**src/rtl/multdiv_pkg.sv**
```systemverilog
// Shared encodings for the Execute-stage multiply/divide unit; the controller
// and hazard unit import the same op codes, state names and default width.
package multdiv_pkg;

   localparam int MD_WIDTH = 32;

   localparam logic [1:0] MD_MULT  = 2'b00;
   localparam logic [1:0] MD_MULTU = 2'b01;
   localparam logic [1:0] MD_DIV   = 2'b10;
   localparam logic [1:0] MD_DIVU  = 2'b11;

   typedef enum logic [1:0] {
      IDLE = 2'd0,
      RUN  = 2'd1,
      FIX  = 2'd2
   } mdState_t;

endpackage

```
**src/rtl/multdiv_if.sv**
```systemverilog
// Issue / mt-write / HI-LO read bundle between the controller side and the
// multiply/divide unit.
interface multdiv_if import multdiv_pkg::*; #(
   parameter int WIDTH = MD_WIDTH
) ();

   logic             start;
   logic [1:0]       op;
   logic [WIDTH-1:0] srca;
   logic [WIDTH-1:0] srcb;
   logic             hiwe;
   logic             lowe;
   logic [WIDTH-1:0] wdata;
   logic             busy;
   logic             done;
   logic [WIDTH-1:0] hi;
   logic [WIDTH-1:0] lo;

   modport master (
      output start, op, srca, srcb, hiwe, lowe, wdata,
      input  busy, done, hi, lo
   );

   modport slave (
      input  start, op, srca, srcb, hiwe, lowe, wdata,
      output busy, done, hi, lo
   );

endinterface

```
**src/rtl/multdiv_unit.sv**
```systemverilog
// Iterative mult/multu/div/divu unit owning HI/LO: one bit per cycle on
// operand magnitudes, with sign correction applied in a single FIX cycle.
module multdiv_unit import multdiv_pkg::*; #(
   parameter int WIDTH = MD_WIDTH
) (
   input logic      clk,
   input logic      reset,
   multdiv_if.slave bus
);

   localparam int CW = $clog2(WIDTH);

   mdState_t stateReg, stateNext;

   logic [CW-1:0]      cntReg;
   logic               mulReg;
   logic               negResReg;
   logic               negRemReg;
   logic [WIDTH-1:0]   aMagReg;
   logic [WIDTH-1:0]   bMagReg;
   logic [WIDTH-1:0]   srcaReg;
   logic [2*WIDTH-1:0] accReg;
   logic [2*WIDTH-1:0] accNext;
   logic [WIDTH-1:0]   hiReg;
   logic [WIDTH-1:0]   loReg;
   logic               doneReg;

   logic               signA, signB;
   logic [WIDTH:0]     addSum;
   logic [WIDTH:0]     trial;
   logic [2*WIDTH-1:0] prodFix;
   logic [WIDTH-1:0]   resHi, resLo;

   function automatic logic [WIDTH-1:0] negW(input logic [WIDTH-1:0] x);
      return ~x + WIDTH'(1);
   endfunction

   always_ff @(posedge clk) begin
      if (!reset) stateReg <= IDLE;
      else        stateReg <= stateNext;
   end

   always_comb begin
      stateNext = stateReg;
      case (stateReg)
         IDLE:    if (bus.start) stateNext = RUN;
         RUN:     if (cntReg == '0) stateNext = FIX;
         FIX:     stateNext = IDLE;
         default: stateNext = IDLE;
      endcase
   end

   // Sign flags only matter for the signed ops (op[0] == 0).
   assign signA = ~bus.op[0] & bus.srca[WIDTH-1];
   assign signB = ~bus.op[0] & bus.srcb[WIDTH-1];

   // Shared accumulator: multiply keeps {partial product, multiplier},
   // divide keeps {partial remainder, dividend/quotient}.
   always_comb begin
      addSum  = {1'b0, accReg[2*WIDTH-1:WIDTH]} + {1'b0, (accReg[0] ? aMagReg : '0)};
      trial   = accReg[2*WIDTH-1:WIDTH-1] - {1'b0, bMagReg};
      accNext = accReg;
      if (mulReg)        accNext = {addSum, accReg[WIDTH-1:1]};
      else if (trial[WIDTH]) accNext = {accReg[2*WIDTH-2:0], 1'b0};
      else               accNext = {trial[WIDTH-1:0], accReg[WIDTH-2:0], 1'b1};
   end

   always_comb begin
      prodFix = negResReg ? (~accReg + (2*WIDTH)'(1)) : accReg;
      resHi   = prodFix[2*WIDTH-1:WIDTH];
      resLo   = prodFix[WIDTH-1:0];
      if (!mulReg) begin
         if (bMagReg == '0) begin
            resHi = srcaReg;
            resLo = '1;
         end else begin
            resHi = negRemReg ? negW(accReg[2*WIDTH-1:WIDTH]) : accReg[2*WIDTH-1:WIDTH];
            resLo = negResReg ? negW(accReg[WIDTH-1:0]) : accReg[WIDTH-1:0];
         end
      end
   end

   always_ff @(posedge clk) begin
      if (!reset) begin
         cntReg    <= '0;
         mulReg    <= 1'b0;
         negResReg <= 1'b0;
         negRemReg <= 1'b0;
         aMagReg   <= '0;
         bMagReg   <= '0;
         srcaReg   <= '0;
         accReg    <= '0;
         hiReg     <= '0;
         loReg     <= '0;
         doneReg   <= 1'b0;
      end else begin
         doneReg <= 1'b0;
         case (stateReg)
            IDLE: begin
               if (bus.hiwe) hiReg <= bus.wdata;
               if (bus.lowe) loReg <= bus.wdata;
               if (bus.start) begin
                  mulReg    <= ~bus.op[1];
                  negResReg <= signA ^ signB;
                  negRemReg <= signA;
                  aMagReg   <= signA ? negW(bus.srca) : bus.srca;
                  bMagReg   <= signB ? negW(bus.srcb) : bus.srcb;
                  srcaReg   <= bus.srca;
                  accReg    <= {{WIDTH{1'b0}},
                                (bus.op[1] ? (signA ? negW(bus.srca) : bus.srca)
                                           : (signB ? negW(bus.srcb) : bus.srcb))};
                  cntReg    <= CW'(WIDTH - 1);
               end
            end
            RUN: begin
               accReg <= accNext;
               cntReg <= cntReg - CW'(1);
            end
            FIX: begin
               hiReg   <= resHi;
               loReg   <= resLo;
               doneReg <= 1'b1;
            end
            default: ;
         endcase
      end
   end

   assign bus.busy = (stateReg != IDLE);
   assign bus.done = doneReg;
   assign bus.hi   = hiReg;
   assign bus.lo   = loReg;

endmodule

```
**src/flat_wrapper.sv**
```systemverilog
// flat-port wrapper written by rule: the top's interface ports become plain ports
module multdiv_unit_flat import multdiv_pkg::*;
#(
   parameter int WIDTH = MD_WIDTH
)
  (clk, reset, bus_start, bus_op, bus_srca, bus_srcb, bus_hiwe, bus_lowe, bus_wdata, bus_busy, bus_done, bus_hi, bus_lo);
  multdiv_if #(.WIDTH(WIDTH)) bus_i ();
  input logic clk;
  input logic reset;
  input wire logic [$bits(bus_i.start)-1:0] bus_start;
  input wire logic [$bits(bus_i.op)-1:0] bus_op;
  input wire logic [$bits(bus_i.srca)-1:0] bus_srca;
  input wire logic [$bits(bus_i.srcb)-1:0] bus_srcb;
  input wire logic [$bits(bus_i.hiwe)-1:0] bus_hiwe;
  input wire logic [$bits(bus_i.lowe)-1:0] bus_lowe;
  input wire logic [$bits(bus_i.wdata)-1:0] bus_wdata;
  output wire logic [$bits(bus_i.busy)-1:0] bus_busy;
  output wire logic [$bits(bus_i.done)-1:0] bus_done;
  output wire logic [$bits(bus_i.hi)-1:0] bus_hi;
  output wire logic [$bits(bus_i.lo)-1:0] bus_lo;
  assign bus_i.start = bus_start;
  assign bus_i.op = bus_op;
  assign bus_i.srca = bus_srca;
  assign bus_i.srcb = bus_srcb;
  assign bus_i.hiwe = bus_hiwe;
  assign bus_i.lowe = bus_lowe;
  assign bus_i.wdata = bus_wdata;
  assign bus_busy = bus_i.busy;
  assign bus_done = bus_i.done;
  assign bus_hi = bus_i.hi;
  assign bus_lo = bus_i.lo;
  multdiv_unit #(.WIDTH(WIDTH)) u_core (.clk(clk), .reset(reset), .bus(bus_i));
endmodule
```
**config.mk**
```make
export PLATFORM = sky130hd
export DESIGN_NAME = multdiv_unit_flat
export DESIGN_NICKNAME = d
export VERILOG_FILES = /design/src/rtl/multdiv_pkg.sv /design/src/rtl/multdiv_if.sv /design/src/rtl/multdiv_unit.sv /design/src/flat_wrapper.sv
export SDC_FILE = /design/constraint.sdc
export NUM_CORES = 1
export LEC_CHECK = 0
export CAP_MARGIN = 10
export CORE_AREA = 5 5 194 196
export CTS_CLUSTER_SIZE = 16
export DETAILED_ROUTE_END_ITERATION = 8
export DIE_AREA = 0 0 199 201
export PLACE_DENSITY_LB_ADDON = 0.12
export RECOVER_POWER = 25
export SETUP_SLACK_MARGIN = 0.02
export SLEW_MARGIN = 20
export SYNTH_ARGS = -nofsm -noshare
export SYNTH_HDL_FRONTEND = slang
export SYNTH_SLANG_ARGS = --single-unit
```
**constraint.sdc**
```tcl
create_clock -name clk -period 3.6 [get_ports clk]
set_input_delay 0.36 -clock clk [delete_from_list [all_inputs] [get_ports clk]]
set_output_delay 0.36 -clock clk [all_outputs]
set_load 0.1 [all_outputs]
```
==> metrics <==
status finished, violations left; failing checks capacitance limit, slew limit; hold slack 0.4504 ns; setup TNS 0 ns; WL/cell 24.20 um; share of cells above drive strength 1 8.267%; fmax 0.2990 GHz; count leader, synth a21oi_1; total track usage 34.94%; Worst setup SP type register; Peak VDD IR 0.3940 mV; Starting Density 49.15%; RSZ-0062 raised after global routing false; port bufs 168; area share of the largest cell type after synthesis 26.54%; Final min period 3.345 ns; clk buf depth 3; CTS Buf Count 28; Worst-Margin Slew 1.664 ns; Mapped Area 17650 um2; asr flop ratio synth 0%; post-placement cell area 20120 um2; Top-Level Pins 169; initial antenna violation count 0; # diodes 0; DR DRC count 0; vias in the first global route 17890; skew final 0.02807 ns; htree depth 1; Post-synth EDFFs 0; gpl congestion 0.9983; Hold WC Path Type reg2reg; fill cell count 3453; cells along the critical path inv_1 > ha_1 > fa_1 > nor2b_1 > o31ai_1 > a31o_2 > o21ba_2 > o21ai_2 > a21oi_2 > xnor2_2 > mux2_2 > a221o_1; synth unique cells 82; Crit Path Max Fanout 5; Area growth, synth to finish 19.02%; final antenna-violating net count 0; M1 GR Usage 49.78%; Reg area 4690 um2; height of the die 201 um; grt met3 use 6.630%; top cells by count, synth a21oi_1 (276), nor2_1 (259), dfxtp_1 (234); Ys Warns 0; total grt overflow 0; DRT Wirelength 72.51 mm; fin crit share 92.91%; first-pass GRT wire length 109.1 mm; Setup crit end kind register; Worst Path Required 4.04 ns; Final setup viols 0; Synth Flop Type dfxtp_1; met2 GRT Util 53.86%; FP Rows 70; Post-Syn Nets 2558; DR vias/cell 6.360; PwrDens 501.0 nW/um2; largest area contributor in the netlist dfxtp_1; critical path class reg2reg; initial DRC count 1850; CP arrival 3.78 ns; global routing's busiest layer met2; Chip Width 199 um; CTS hold repair buffers 0; CTS Sinks 234; Critical-path top delay cell fa_1; core area 35910 um2; Finished Layout Cells 2996; number of max-cap violations 1; largest cells by area after synthesis dfxtp_1 (27%), a21oi_1 (7.8%), nor2_1 (5.5%), ha_1 (5.0%), a211oi_1 (4.8%); area of the multi-input gates 11960 um2; register area share after synthesis 26.54%; relative slew slack -10.95%; clk root buf clkbuf_16; nets@finish 2683; Mean Syn Cell Area 7.406 um2; Inst Count DP 2946; Initial DRT Pass Iterations 8; worst-skew pair later-pin latency 0.57 ns; Fin. Hold Viols 0; Largest stage delay, worst path 0.41 ns; post-route cell area 21010 um2; post-DP HPWL 56.30 mm; CTS tree done; die area 40000 um2; clock transition at the registers of the reported paths 0.06 ns; via total after detailed routing 19060; count of pins over their slew limit 40; largest net degree at the start of global routing 185; Syn Inst Count 2383; Pleak 0.008223 uW; post-synthesis register bit count 234
## sequential cells by signal, summed over array words and instances (netlist names), 2 cells and up
register	cells
u_core.accReg	64
u_core.bMagReg	32
u_core.bus.hi	32
u_core.bus.lo	32
u_core.srcaReg	32
u_core.aMagReg	31
u_core.cntReg	5
u_core.stateReg	2
## routing by layer
layer  part of all wire (%)  wire length (um)
met5                      0                 0
met4                    3.3              2417
met3                    9.2              6667
met2                     44             32210
met1                     43             31210
## kinds of logic after synthesis
family                   count (synthesis)  synth area share, %
adder cells (fa/ha/maj)                 72                5.189
flip-flops                             234                26.54
multiplexers                            72                4.140
buffers and inverters                  262                5.948
XOR/XNOR                               174                8.635
AND/OR/NAND/NOR                        792                21.49
AO/OA/AOI/OAI                          777                28.05
## worst paths after layout
check,cells past startpoint,startpoint,slack (ns),endpoint
worst max-delay path,12,u_core.accReg[31],0.26,u_core.accReg[60]
worst min-delay path,2,u_core.bus.hi[26],0.45,u_core.bus.hi[26]
worst max register to register,12,u_core.accReg[31],0.26,u_core.accReg[60]
worst min register to register,2,u_core.bus.hi[26],0.45,u_core.bus.hi[26]
## worst max-delay path, delay by kind of cell (launching register included)
family	cells	cell delay, ns
muxes	1	0.38
buffers and inverters	1	0.11
and+or+nand+nor	1	0.17
xor gates and xnor gates	1	0.31
AOI/OAI and AO/OA	6	1.24
adders and majority gates	2	0.65
DFF	1	0.36
## stage by stage
step	setup WS (ns)	util (%)	power, uW
2_1_floorplan	0.3533	-	6091
3_3_place_gp	0.2032	56.03	7530
3_5_place_dp	0.1760	56.03	7579
4_1_cts	0.1897	58.62	10470
5_1_grt	0.04984	58.50	11010
6_report	0.2551	58.50	10520
## cell usage in the layout, fill, tap and decap left out, types with 11 or more instances in the layout
cell type	n
ha_1	70
o21a_1	17
and3_1	14
clkdlybuf4s50_1	160
buf_4	108
a211oi_1	114
xnor2_1	89
o41ai_1	15
nor3_1	48
nand2_1	220
mux2i_1	64
nand3b_1	11
and2_1	36
dfxtp_1	232
a221oi_1	18
o211ai_1	17
nand4_1	24
a21oi_1	276
o31ai_1	23
or3_1	32
or4_1	15
a31oi_1	20
o21ai_0	133
a22oi_1	19
nand2b_1	16
clkbuf_16	29
inv_1	70
xor2_1	84
nor2_1	257
a21o_1	28
clkbuf_1	11
nor2b_1	14
nand3_1	44
nor4_1	20
## final cells by class
cell class,instances,share of cell area [%]
multi-input combinational,1887,56.92
timing repair buffer,285,12.24
tap,468,2.788
sequential,234,22.32
clock inverter,10,0.5242
clock buffer,40,3.889
inverter,72,1.310
## timing repair
action,CTS,global route
resized for setup,0,1
setup buffers,0,0
endpoints found under the setup margin,0,4
## where the power goes
part           internal, uW  switching (uW)
sequential             2840             320
clock                  1710            1190
combinational          1610            2850
total                  6170            4360
Note: power is estimated with default switching activity, not from simulation.
